<file path="config.mk">
export PLATFORM = sky130hd
export DESIGN_NAME = uart_tx_frame
export DESIGN_NICKNAME = d
export VERILOG_FILES = /design/src/rtl/uart_tx_frame.sv
export SDC_FILE = /design/constraint.sdc
export NUM_CORES = 1
export LEC_CHECK = 0
export CORE_MARGIN = 5
export CORE_UTILIZATION = 44
export DETAILED_ROUTE_END_ITERATION = 8
export HOLD_SLACK_MARGIN = 0.02
export PLACE_DENSITY = 0.72
export SETUP_SLACK_MARGIN = 0.1
export SLEW_MARGIN = 20
export SYNTH_ARGS = -nofsm -noshare
export SYNTH_HDL_FRONTEND = slang
export SYNTH_SLANG_ARGS = --single-unit
</file>
<file path="constraint.sdc">
create_clock -name clk -period 2.4 [get_ports clk]
set_input_delay 0.36 -clock clk [delete_from_list [all_inputs] [get_ports clk]]
set_output_delay 0.36 -clock clk [all_outputs]
set_load 0.02 [all_outputs]
</file>
<file path="src/rtl/uart_tx_frame.sv">
// -----------------------------------------------------------------------------
// uart_tx_frame
//
// Parametrised asynchronous serial transmitter with a one-entry holding
// register. A word is accepted on i_tx_valid & o_tx_ready. If the line is idle
// the word goes straight into the shift register and the start bit follows on
// the next cycle. Otherwise it waits in the holding register and is launched
// with no idle gap once the current frame's last stop bit ends.
//
// Frame: start(0) | DATA_BITS data, LSB first | [parity] | STOP_BITS stop(1)
// Every bit lasts CLKS_PER_BIT clock cycles.
//
// Parameters
//   CLKS_PER_BIT  clock cycles per serial bit (>= 1)
//   DATA_BITS     data bits per frame (5..9)
//   PARITY        0 = none, 1 = odd, 2 = even
//   STOP_BITS     1 or 2
//
// Ports
//   clk          in   system clock, rising edge
//   rst_n        in   asynchronous active-low reset
//   i_tx_data    in   word to send, sampled on handshake
//   i_tx_valid   in   word present
//   i_tx_break   in   (UART_TX_FRAME_BREAK_EN only) hold the line low when idle
//   o_tx_ready   out  holding register empty
//   o_tx_busy    out  frame on the line or word held
//   o_tx_data    out  serial line, idle high
//
// Build option
//   UART_TX_FRAME_BREAK_EN  adds i_tx_break and the line-break state. Without
//                           it there is no break port and no break logic.
//
// All outputs come straight from flops.
//
// state    | meaning
// ---------+---------------------------------------------------------------
// S_IDLE   | line high, nothing in flight
// S_START  | start bit, line low
// S_DATA   | data bits, LSB first
// S_PARITY | parity bit (unreachable when PARITY == 0)
// S_STOP   | stop bits, line high; also the recovery gap after a break
// S_BREAK  | (break build only) line held low while i_tx_break is high
// -----------------------------------------------------------------------------
module uart_tx_frame #(
    parameter int CLKS_PER_BIT = 2,
    parameter int DATA_BITS    = 8,
    parameter int PARITY       = 0,
    parameter int STOP_BITS    = 1
) (
    input  logic                 clk,
    input  logic                 rst_n,
    input  logic [DATA_BITS-1:0] i_tx_data,
    input  logic                 i_tx_valid,
`ifdef UART_TX_FRAME_BREAK_EN
    input  logic                 i_tx_break,
`endif
    output logic                 o_tx_ready,
    output logic                 o_tx_busy,
    output logic                 o_tx_data
);

    localparam int CNT_W = $clog2(CLKS_PER_BIT + 1);
    localparam int IDX_W = $clog2(DATA_BITS);

    localparam logic [CNT_W-1:0] CNT_LOAD  = CNT_W'(CLKS_PER_BIT - 1);
    localparam logic [IDX_W-1:0] IDX_LAST  = IDX_W'(DATA_BITS - 1);
    localparam logic             STOP_LAST = 1'(STOP_BITS - 1);

    // Elaboration-time parameter checks.
    if (CLKS_PER_BIT < 1) begin : g_bad_clks_per_bit
        $error("uart_tx_frame: CLKS_PER_BIT must be >= 1");
    end
    if (DATA_BITS < 5 || DATA_BITS > 9) begin : g_bad_data_bits
        $error("uart_tx_frame: DATA_BITS must be in 5..9");
    end
    if (PARITY < 0 || PARITY > 2) begin : g_bad_parity
        $error("uart_tx_frame: PARITY must be 0, 1 or 2");
    end
    if (STOP_BITS < 1 || STOP_BITS > 2) begin : g_bad_stop_bits
        $error("uart_tx_frame: STOP_BITS must be 1 or 2");
    end

    typedef enum logic [2:0] {
        S_IDLE,
        S_START,
        S_DATA,
        S_PARITY,
        S_STOP
`ifdef UART_TX_FRAME_BREAK_EN
        , S_BREAK
`endif
    } state_e;

    state_e               state_q,    state_d;
    logic [CNT_W-1:0]     clk_cnt_q,  clk_cnt_d;
    logic [IDX_W-1:0]     bit_idx_q,  bit_idx_d;
    logic                 stop_idx_q, stop_idx_d;
    logic [DATA_BITS-1:0] shift_q,    shift_d;
    logic                 parity_q,   parity_d;
    logic [DATA_BITS-1:0] hold_q,     hold_d;
    logic                 hold_vld_q, hold_vld_d;
    logic                 tx_q,       tx_d;
    logic                 busy_q,     busy_d;
    logic                 ready_q,    ready_d;

    logic hs;
    logic bit_end;
    logic load_new;
    logic load_hold;
    logic brk;

`ifdef UART_TX_FRAME_BREAK_EN
    assign brk = i_tx_break;
`else
    assign brk = 1'b0;
`endif

    always_comb begin
        state_d    = state_q;
        clk_cnt_d  = clk_cnt_q;
        bit_idx_d  = bit_idx_q;
        stop_idx_d = stop_idx_q;
        shift_d    = shift_q;
        parity_d   = parity_q;
        hold_d     = hold_q;
        hold_vld_d = hold_vld_q;
        tx_d       = 1'b1;
        busy_d     = 1'b0;
        ready_d    = 1'b0;
        load_new   = 1'b0;
        load_hold  = 1'b0;

        hs      = i_tx_valid & ready_q;
        bit_end = (clk_cnt_q == '0);

        case (state_q)
            S_IDLE: begin
                // An accepted word wins over a break request raised on the
                // same edge; the break then waits for the frame to finish.
                if (hs) begin
                    load_new = 1'b1;
`ifdef UART_TX_FRAME_BREAK_EN
                end else if (brk) begin
                    state_d = S_BREAK;
`endif
                end
            end

            S_START: begin
                if (bit_end) begin
                    state_d   = S_DATA;
                    clk_cnt_d = CNT_LOAD;
                    bit_idx_d = '0;
                end else begin
                    clk_cnt_d = clk_cnt_q - 1'b1;
                end
            end

            S_DATA: begin
                if (bit_end) begin
                    clk_cnt_d = CNT_LOAD;
                    if (bit_idx_q == IDX_LAST) begin
                        state_d    = (PARITY != 0) ? S_PARITY : S_STOP;
                        stop_idx_d = 1'b0;
                    end else begin
                        bit_idx_d = bit_idx_q + 1'b1;
                        shift_d   = shift_q >> 1;
                    end
                end else begin
                    clk_cnt_d = clk_cnt_q - 1'b1;
                end
            end

            S_PARITY: begin
                if (bit_end) begin
                    state_d    = S_STOP;
                    clk_cnt_d  = CNT_LOAD;
                    stop_idx_d = 1'b0;
                end else begin
                    clk_cnt_d = clk_cnt_q - 1'b1;
                end
            end

            S_STOP: begin
                if (bit_end) begin
                    if (stop_idx_q == STOP_LAST) begin
                        // Last cycle of the last stop bit: chain the next
                        // frame directly if one is waiting or arriving now.
                        if (hold_vld_q) begin
                            load_hold = 1'b1;
                        end else if (hs) begin
                            load_new = 1'b1;
`ifdef UART_TX_FRAME_BREAK_EN
                        end else if (brk) begin
                            state_d = S_BREAK;
`endif
                        end else begin
                            state_d = S_IDLE;
                        end
                    end else begin
                        stop_idx_d = stop_idx_q + 1'b1;
                        clk_cnt_d  = CNT_LOAD;
                    end
                end else begin
                    clk_cnt_d = clk_cnt_q - 1'b1;
                end
            end

`ifdef UART_TX_FRAME_BREAK_EN
            S_BREAK: begin
                // Leaving a break reuses the stop-bit timing as the
                // mandatory high gap before any new start bit.
                if (!brk) begin
                    state_d    = S_STOP;
                    clk_cnt_d  = CNT_LOAD;
                    stop_idx_d = 1'b0;
                end
            end
`endif

            default: begin
                state_d = S_IDLE;
            end
        endcase

        if (load_new) begin
            shift_d = i_tx_data;
        end else if (load_hold) begin
            shift_d    = hold_q;
            hold_vld_d = 1'b0;
        end

        if (load_new || load_hold) begin
            state_d   = S_START;
            clk_cnt_d = CNT_LOAD;
            // Parity is taken from the registered copy of the word, so later
            // changes on i_tx_data cannot disturb a frame in flight.
            parity_d  = (PARITY == 1) ? ~(^shift_d) : (^shift_d);
        end

        // Any handshake not consumed directly by the shift register lands in
        // the holding register; the transfer above has already freed it.
        if (hs && !load_new) begin
            hold_d     = i_tx_data;
            hold_vld_d = 1'b1;
        end

        case (state_d)
            S_START:  tx_d = 1'b0;
            S_DATA:   tx_d = shift_d[0];
            S_PARITY: tx_d = parity_d;
`ifdef UART_TX_FRAME_BREAK_EN
            S_BREAK:  tx_d = 1'b0;
`endif
            default:  tx_d = 1'b1;
        endcase

        busy_d  = (state_d != S_IDLE) || hold_vld_d;
        ready_d = !hold_vld_d;
`ifdef UART_TX_FRAME_BREAK_EN
        if (brk && (state_d == S_IDLE || state_d == S_BREAK)) begin
            ready_d = 1'b0;
        end
`endif
    end

    always_ff @(posedge clk or negedge rst_n) begin
        if (!rst_n) begin
            state_q    <= S_IDLE;
            clk_cnt_q  <= '0;
            bit_idx_q  <= '0;
            stop_idx_q <= 1'b0;
            shift_q    <= '0;
            parity_q   <= 1'b0;
            hold_q     <= '0;
            hold_vld_q <= 1'b0;
            tx_q       <= 1'b1;
            busy_q     <= 1'b0;
            ready_q    <= 1'b0;
        end else begin
            state_q    <= state_d;
            clk_cnt_q  <= clk_cnt_d;
            bit_idx_q  <= bit_idx_d;
            stop_idx_q <= stop_idx_d;
            shift_q    <= shift_d;
            parity_q   <= parity_d;
            hold_q     <= hold_d;
            hold_vld_q <= hold_vld_d;
            tx_q       <= tx_d;
            busy_q     <= busy_d;
            ready_q    <= ready_d;
        end
    end

    assign o_tx_data  = tx_q;
    assign o_tx_busy  = busy_q;
    assign o_tx_ready = ready_q;

endmodule

</file>
# After elaboration in Yosys (flattened, before gate mapping)

Cells that the tools add are included.

Input bits: 11
Bits in registers: 30
Logic and storage cells: 90

Bitwise logic cells: 1
Equal/unequal tests: 15
Add/sub/neg operators: 3
Reduce and logical (&&, ||, !) cells: 16
Muxes and demuxes: 44

Operators by type and width:

| cell                  | count |
|---|---|
| $mux W8               | 5 |
| $mux W3               | 12 |
| $mux W1               | 17 |
| $pmux W3 S5           | 1 |
| $eq A3 B2 Y1 const B  | 4 |
| $ne A2 B2 Y1 const B  | 6 |
| $reduce_bool A3 Y1    | 3 |
| $mux W2               | 4 |
| $reduce_xor A8 Y1     | 1 |
| $eq A3 B1 Y1 const B  | 2 |
| $eq A3 B3 Y1 const B  | 2 |
| $pmux W1 S3           | 2 |
| $pmux W3 S2           | 1 |
| $reduce_and A5 Y1     | 1 |
| $ne A4 B4 Y1 const B  | 1 |
| $pmux W2 S2           | 1 |
| $reduce_and A4 Y1     | 1 |
| $add A3 B1 Y3 const B | 1 |
| $logic_not A3 Y1      | 1 |
| $reduce_or A3 Y1      | 1 |
| $logic_not A1 Y1      | 2 |
| $logic_not A2 Y1      | 1 |
| $logic_or A1 B1 Y1    | 2 |
| $pmux W1 S2           | 1 |
| 6 further kinds       | 6 |

# Longest topological paths before layout

Gate-level depths: netlist of run 1.

Word-level depth: 10
Gate-level depth with buffers: 9
Depth with buffers taken out: 9

# Least setup slack after synthesis of run 1

No wires, ideal clock.

Path type: register to register
Start point: reg bit_idx_q[0]
End point: reg parity_q
Stages on the path, launching flop included: 10
Required time: 2.318 ns
Arrival time: 2.260 ns
Period minus slack after synthesis: 2.342 ns
Slack: 0.058 ns
Cell sequence: dfrtp_1 > ha_1 > ha_1 > nor2_1 > nand2_2 > a221o_1 > a211oi_1 > a2111oi_2 > a211o_1 > a31oi_1

Longest elaborated chain between the ends: 8

Ends and longest elaborated chain:

| item                   | RTL line | text |
|---|---|---|
| start, declared        | 96       | `logic [IDX_W-1:0] bit_idx_q, bit_idx_d;` |
| start signal, assigned | 283      | `bit_idx_q <= bit_idx_d;` |
| $eq A3 B3 Y1           | 162      | `if (bit_idx_q == IDX_LAST) begin` |
| $mux W8                | 162      |  |
| $mux W8                | 160      | `if (bit_end) begin` |
| $mux W8                | 136      | `case (state_q)` |
| $mux W8                | 228      | `end else if (load_hold) begin` |
| $mux W8                | 226      | `if (load_new) begin` |
| $reduce_xor A8 Y1      | 238      | `parity_d = (PARITY == 1) ? ~(^shift_d) : (^shift_d);` |
| $mux W1                | 233      | `if (load_new \|\| load_hold) begin` |
| named net parity_d     | 99       | `logic parity_q, parity_d;` |
| end signal, assigned   | 286      | `parity_q <= parity_d;` |
| end, declared          | 99       |  |

The timed path passes the listed nets, and every way through them passes these cells.
A chain may end at the register's enable or synchronous reset.

# Worst setup path after layout of run 1

Start point: reg clk_cnt_q[1]
End point: reg parity_q

Longest elaborated chain between the ends: 7
Elaborated cells on any way between the ends: 12
Those cells by class: mux (9); reduce/logical (3)

Ends and longest elaborated chain:

| item                                      | RTL line | text |
|---|---|---|
| start, declared                           | 95       | `logic [CNT_W-1:0] clk_cnt_q, clk_cnt_d;` |
| start signal, assigned                    | 282      | `clk_cnt_q <= clk_cnt_d;` |
| $logic_not A2 Y1 *                        | 134      | `bit_end = (clk_cnt_q == '0);` |
| $mux W8 / $mux W1 (equally long branches) | 160, 185 |  |
| $mux W8 / $mux W1 (equally long branches) | 136      |  |
| $mux W8                                   | 228      |  |
| $mux W8                                   | 226      |  |
| $reduce_xor A8 Y1                         | 238      |  |
| $mux W1 *                                 | 233      |  |
| named net parity_d                        | 99       |  |

Mark *: on every way through the listed nets, which the timed path passes. The rest lies on a longest branch.

==> results of run 1 <==
registers in the layout (all words and copies together), names as in the netlist:
| signal | flops |
|---|---|
| bit_idx_q | 3 |
| clk_cnt_q | 2 |
| hold_q | 8 |
| hold_vld_q | 1 |
| o_tx_busy | 1 |
| o_tx_data | 1 |
| o_tx_ready | 1 |
| parity_q | 1 |
| shift_q | 8 |
| state_q | 3 |
kinds of logic (layout without fill, tap and decap cells):
kind of cell,Yosys count,after routing,share of synthesized area
compound gates,62,62,0.260
mux,13,13,0.0808
simple gates,49,49,0.191
buf+inv,10,61,0.0308
fa+ha+maj,3,3,0.0215
flops,29,29,0.416
critical path, cell delays in order (launching register included):
cell                      delay, ps
sky130_fd_sc_hd__dfrtp_2        460
sky130_fd_sc_hd__buf_4          160
sky130_fd_sc_hd__nor3b_1        200
sky130_fd_sc_hd__buf_4          170
sky130_fd_sc_hd__nand2_2         90
sky130_fd_sc_hd__o22a_1         250
sky130_fd_sc_hd__a32o_2         270
sky130_fd_sc_hd__a211o_1        240
sky130_fd_sc_hd__a211o_1        290
sky130_fd_sc_hd__a31oi_1        120
per-stage QoR:
stage                     worst slack (ps)  power (W)  cell area (sq um)
after detailed placement              -197    0.00258               2150
after floorplan                        118    0.00201               1760
after CTS                             64.1    0.00314               2350
after global routing                 -70.0    0.00339               2370
after global placement                -119    0.00251               2150
final                                 51.5    0.00317               2370
synthesized netlist by cell type, drive strengths merged (2+ instances only):
master / n / area share
dfrtp: 28 / 0.40
a21oi: 12 / 0.034
nor2: 10 / 0.026
o21ai: 10 / 0.029
mux2: 9 / 0.058
a22o: 7 / 0.035
nand2: 7 / 0.016
nand3: 5 / 0.014
o22ai: 5 / 0.021
a211oi: 4 / 0.017
buf: 4 / 0.018
inv: 4 / 0.0086
mux2i: 4 / 0.023
a211o: 3 / 0.015
and2: 3 / 0.012
ha: 3 / 0.021
nor3b: 3 / 0.016
o311a: 3 / 0.017
a22oi: 2 / 0.011
and3: 2 / 0.0072
clkbuf: 2 / 0.0043
nand3b: 2 / 0.0086
nand4: 2 / 0.0072
nor3: 2 / 0.0057
nor4b: 2 / 0.022
o211ai: 2 / 0.0086
or2: 2 / 0.0072
or3: 2 / 0.0072
or3b: 2 / 0.010
area by class of cell:
class	count	area [sq um]
repair buffers	49	400
inverters	4	15.0
fillers	330	1550
flip-flops and latches	29	732
well taps	50	62.6
clock buffers	8	90.1
multi-input cells	127	1070
power by group:
part | switching [W] | internal [W] | leakage, nW
Combinational | 0.000836 | 0.000946 | 0.596
Clock | 0.000180 | 0.000233 | 0.0455
Sequential | 0.000236 | 0.000735 | 0.343
Total | 0.00125 | 0.00191 | 0.985
path summary, 6_finish.rpt:
path	from	end	slack [ps]	cells past startpoint
worst min-delay path	rst_n	shift_q[4]	470	2
min in group clk	hold_q[7]	hold_q[7]	510	1
worst max-delay path	clk_cnt_q[1]	parity_q	50	9
worst min register to register	hold_q[7]	hold_q[7]	510	1
max in group asynchronous	rst_n	o_tx_data	1620	2
worst max register to register	clk_cnt_q[1]	parity_q	50	9
cells in the final DEF (no fill, tap or decap), types with 5 or more instances in the layout:
master / Yosys / layout
sky130_fd_sc_hd__clkdlybuf4s50_1: 0 / 13
sky130_fd_sc_hd__a21oi_1: 12 / 12
sky130_fd_sc_hd__mux2_2: 9 / 9
sky130_fd_sc_hd__clkbuf_8: 0 / 6
sky130_fd_sc_hd__buf_4: 2 / 36
sky130_fd_sc_hd__dfrtp_1: 28 / 24
sky130_fd_sc_hd__nor2_1: 9 / 5
sky130_fd_sc_hd__nand3_1: 5 / 5
sky130_fd_sc_hd__o21ai_0: 8 / 8
sky130_fd_sc_hd__a22o_1: 7 / 7
layer usage:
layer,global-route usage,vias up
li1,-,748
met1,0.209,761
met2,0.300,51
met3,0.0331,10
met4,0.0820,0
met5,0,-
repair_timing:
action | in CTS | in global routing
endpoints found under the setup margin | 1 | 1
pin swaps | 6 | 2
buffers inserted | 4 | 0
gates resized for setup | 19 | 4
==> Flow_metrics.wiki, run 1 <==
{| class="wikitable"
! Metric !! Value
|-
| Outcome || complete, no violations
|-
| Ports || 14
|-
| Startpoint kind of the worst setup timing path || flip-flop
|-
| Clock Skew || 7.06 ps
|-
| Area enclosed by the die boundary || 0.00534 sq mm
|-
| Routed wire length || 4.25 mm
|-
| Slew of the pin with the lowest slew margin || 417 ps
|-
| Final weighted congestion in routability-driven placement || 0.897
|-
| Type of the worst setup path || reg -> reg
|-
| Routed met2 length || 2.13 mm
|-
| Unrepaired setup endpoints after global routing || yes
|-
| Drc violations || 0
|-
| First-pass iteration count of the detailed router || 4
|-
| Via count || 1570
|-
| DRC marker count from the first detailed-route iteration || 49
|-
| Post-route setup TNS || 0 ps
|-
| CTS hold repair buffers || 0
|-
| Clock transition at the registers of the reported paths || 60 ps
|-
| H-tree depth || 2
|-
| Sequential cell area fraction in the yosys report || 0.416
|-
| Max cap viols || 0
|-
| Routed wl met3 || 178 um
|-
| Minimum period implied by the final worst setup slack || 2350 ps
|-
| Final count of hold timing violations || 0
|-
| Layout cell share with drive strength beyond 1 || 0.401
|-
| Cell leakage power || 0.985 nW
|-
| Synthesized netlist cell count || 166
|-
| Number of buffers on the longest clock path || 2
|-
| Height of the die || 73.1 um
|-
| Number of buffers added by the clock tree synthesis step || 5
|-
| Clock latency at the later pin of the worst-skew pair || 280 ps
|-
| Maximum fanout along the worst path || 7
|-
| Synthesis-stage register bit count || 29
|-
| Mean instance size in the synthesized netlist || 10.5 sq um
|-
| Net count of the mapped netlist || 180
|-
| Post-layout instance count excluding filler cells || 267
|-
| Most used flip-flop cell after synthesis || sky130_fd_sc_hd__dfrtp_1
|-
| Total count of max-transition violations in the final report || 0
|-
| Total standard cell area after synthesis || 0.00175 sq mm
|-
| Data required, critical path || 2600 ps
|-
| Power density over the cells || 1340 mW/mm^2
|-
| Largest net degree at the start of global routing || 30
|-
| Global-route usage over all layers || 0.175
|-
| Wire length of the first global-routing pass || 7.24 mm
|-
| Final antenna diode count || 0
|-
| TritonCTS Sinks || 29
|-
| Starting density of the core || 0.447
|-
| Final net count || 230
|-
| Total of endpoints with negative setup slack in the final report || 0
|-
| Maximum clock rate || 426 MHz
|-
| FP Rows || 23
|-
| Clock tree from TritonCTS || built
|-
| Half-perimeter wire length after placement || 3.22 mm
|-
| Total of buffers placed on input and output ports || 13
|-
| Routed wire per std cell || 15.9 um
|-
| Number of synthesized flops with an enable pin || 0
|-
| Slew HR || 0.720
|-
| Horizontal die dimension || 73.1 um
|-
| Min Hold Slack || 469 ps
|-
| Tightest Hold Check Type || in -> async
|-
| Maximum resistive drop on vdd || 0.687 mV
|-
| Layout overhead on the synthesized area || 35.3%
|-
| Worst path arrival time || 2550 ps
|-
| Endpoint kind of the worst setup timing path || flip-flop
|-
| Uppermost layer routed || met4
|-
| Core Util, Final || 0.605
|-
| Vias in the first global route || 1594
|-
| Root Driver || sky130_fd_sc_hd__clkbuf_8
|-
| Routed met1 length || 1.82 mm
|-
| Fraction of registers with async set or reset after synthesis || 1.00
|-
| Number of vias per cell || 5.88
|-
| Antenna violations before repair || 0
|-
| Share of the clock period used by the worst path || 0.979
|-
| Synthesis Warnings || 0
|-
| GRT Residual Overflow || 0
|-
| Number of instances in the placed design || 255
|-
| Count of distinct cell types in the synthesized netlist || 59
|-
| Standard cell core area || 0.00391 sq mm
|-
| Post-route ant nets || 0
|}
(Power assumes the default switching activity.)
==> run 2, diff against run 1 <==
- CORE_MARGIN: 5 -> 4
- clock period: 2.4 -> 2.1 ns (I/O delays scaled with it)
==> Flow_metrics.wiki, run 2 (synthesis results as in run 1) <==
{| class="wikitable"
! Metric !! Value
|-
| Outcome || finished, violations left
|-
| Violations in the final reports || negative setup slack
|-
| Total of endpoints with negative setup slack in the final report || 1
|-
| Clock latency at the later pin of the worst-skew pair || 290 ps
|-
| Max cap viols || 0
|-
| Final weighted congestion in routability-driven placement || 0.860
|-
| Commonest cells after routing, fill and taps aside || 51 x sky130_fd_sc_hd__buf_4, 24 x sky130_fd_sc_hd__dfrtp_1, 13 x sky130_fd_sc_hd__clkdlybuf4s50_1, 10 x sky130_fd_sc_hd__a21oi_1, 9 x sky130_fd_sc_hd__mux2_2
|-
| Largest net degree at the start of global routing || 30
|-
| Total of buffers placed on input and output ports || 13
|-
| Post-route ant nets || 0
|-
| Maximum fanout along the worst path || 5
|-
| First-pass iteration count of the detailed router || 4
|-
| H-tree depth || 2
|-
| Cell leakage power || 1.09 nW
|-
| Height of the die || 71.1 um
|-
| Most common cell after layout, fill and taps aside || sky130_fd_sc_hd__buf_4
|-
| Unrepaired setup endpoints after global routing || yes
|-
| Endpoint kind of the worst setup timing path || flip-flop
|-
| Total of fill cells in the finished design || 292
|-
| Crit path setup slack, layout || -227 ps
|-
| Data required, critical path || 2310 ps
|-
| Share of the clock period used by the worst path || 1.11
|-
| Final antenna diode count || 0
|-
| Seq pwr share || 0.283
|-
| Number of vias per cell || 5.76
|-
| Maximum clock rate || 430 MHz
|-
| Layout overhead on the synthesized area || 45.7%
|-
| Final count of hold timing violations || 0
|-
| Ports || 14
|-
| Number of buffers on the longest clock path || 2
|-
| Min Hold Slack || 424 ps
|-
| Startpoint kind of the worst setup timing path || flip-flop
|-
| Drc violations || 0
|-
| Post-route setup TNS || -227 ps
|-
| CTS hold repair buffers || 0
|-
| Power share of the combinational group || 0.588
|-
| Wire length of the first global-routing pass || 7.59 mm
|-
| Starting density of the core || 0.467
|-
| Setup WS pre-CTS || -416 ps
|-
| Total count of max-transition violations in the final report || 0
|-
| Clock power share || 0.129
|-
| Root Driver || sky130_fd_sc_hd__clkbuf_8
|-
| Power density over the cells || 1540 mW/mm^2
|-
| Routed wire per std cell || 16.4 um
|-
| Slew HR || 0.745
|-
| Maximum resistive drop on vdd || 0.746 mV
|-
| Antenna violations before repair || 0
|-
| Net switching power || 0.00153 W
|-
| Clock tree from TritonCTS || built
|-
| Switching portion of total power || 0.390
|-
| Type of the worst setup path || reg -> reg
|-
| Half-perimeter wire length after placement || 3.28 mm
|-
| DRC marker count from the first detailed-route iteration || 66
|-
| Biggest registers after layout || hold_q (8), shift_q (8)
|-
| Final net count || 248
|-
| GRT Residual Overflow || 0
|-
| Clock Skew || 9.72 ps
|-
| Slew of the pin with the lowest slew margin || 379 ps
|-
| Via count || 1630
|-
| Horizontal die dimension || 71.1 um
|-
| Vias in the first global route || 1687
|-
| TritonCTS Sinks || 29
|-
| Internal power of the cells || 0.00239 W
|-
| Worst path arrival time || 2540 ps
|-
| Standard cell core area || 0.00374 sq mm
|-
| Layout cell share with drive strength beyond 1 || 0.477
|-
| Area enclosed by the die boundary || 0.00505 sq mm
|-
| Global-route usage over all layers || 0.186
|-
| Minimum period implied by the final worst setup slack || 2330 ps
|-
| Multi-input gate area in the final layout || 0.00109 sq mm
|-
| FP Rows || 22
|-
| Sequential cell area || 732 sq um
|-
| Clock transition at the registers of the reported paths || 70 ps
|-
| Routed wire length || 4.65 mm
|-
| Tightest Hold Check Type || in -> async
|-
| Number of buffers added by the clock tree synthesis step || 5
|}
## run 2: final timing paths
kind	from	to	slack, ps	cells after the start
max	state_q[2]	parity_q	-230	7
min	rst_n	shift_q[6]	420	2
max reg2reg	state_q[2]	parity_q	-230	7
min reg2reg	hold_q[5]	hold_q[5]	510	1
max in group asynchronous	rst_n	o_tx_data	1370	2
min in group clk	hold_q[5]	hold_q[5]	510	1
## run 2: layout make-up
cell class              instances  share of cell area
inverters                       4             0.00589
repair buffers                 67               0.215
clock inverters                 1             0.00196
flip-flops and latches         29               0.287
multi-input cells             127               0.429
clock buffers                   7              0.0378
well taps                      48              0.0236
## run 2: per-stage QoR
stage	util	instance area, sq um	total power [W]	cells
after CTS	0.655	2450	0.00372	277
after floorplan	-	1790	0.00234	166
final	0.681	2550	0.00392	283
after detailed placement	0.594	2220	0.00303	259
after global placement	0.594	2220	0.00296	259
after global routing	0.681	2550	0.00418	283
## run 2: power by group through the flow
| stage | Combinational, W | Sequential [W] | Clock, W |
|---|---|---|---|
| floorplan | 0.00130 | 0.00103 | 0 |
| global placement | 0.00190 | 0.00107 | 0 |
| detailed placement | 0.00195 | 0.00109 | 0 |
| CTS | 0.00210 | 0.00110 | 0.000516 |
| global route | 0.00250 | 0.00113 | 0.000550 |
| finish | 0.00231 | 0.00111 | 0.000508 |
## run 2: repair_timing
item                                    4_1_cts  5_1_grt
setup buffers                                10        6
gates resized for setup                      11       15
endpoints found under the setup margin        3        5
pin swaps                                    14        7
## run 2: critical path, stage by stage, from the launching register on
cell and delay [ps]:
sky130_fd_sc_hd__dfrtp_2 450, sky130_fd_sc_hd__or4b_4 610, sky130_fd_sc_hd__o21ai_2 170, sky130_fd_sc_hd__o2111ai_2 130, sky130_fd_sc_hd__a32o_2 260, sky130_fd_sc_hd__a211o_1 250
sky130_fd_sc_hd__a211o_1 260, sky130_fd_sc_hd__a31oi_1 120
## run 2: metal layers
layer  track usage  vias up  part of all wire
li1              -      785                 -
met1         0.234      802              0.44
met2         0.313       33              0.51
met3        0.0298       10             0.030
met4        0.0877        0             0.018
met5             0        -                 0
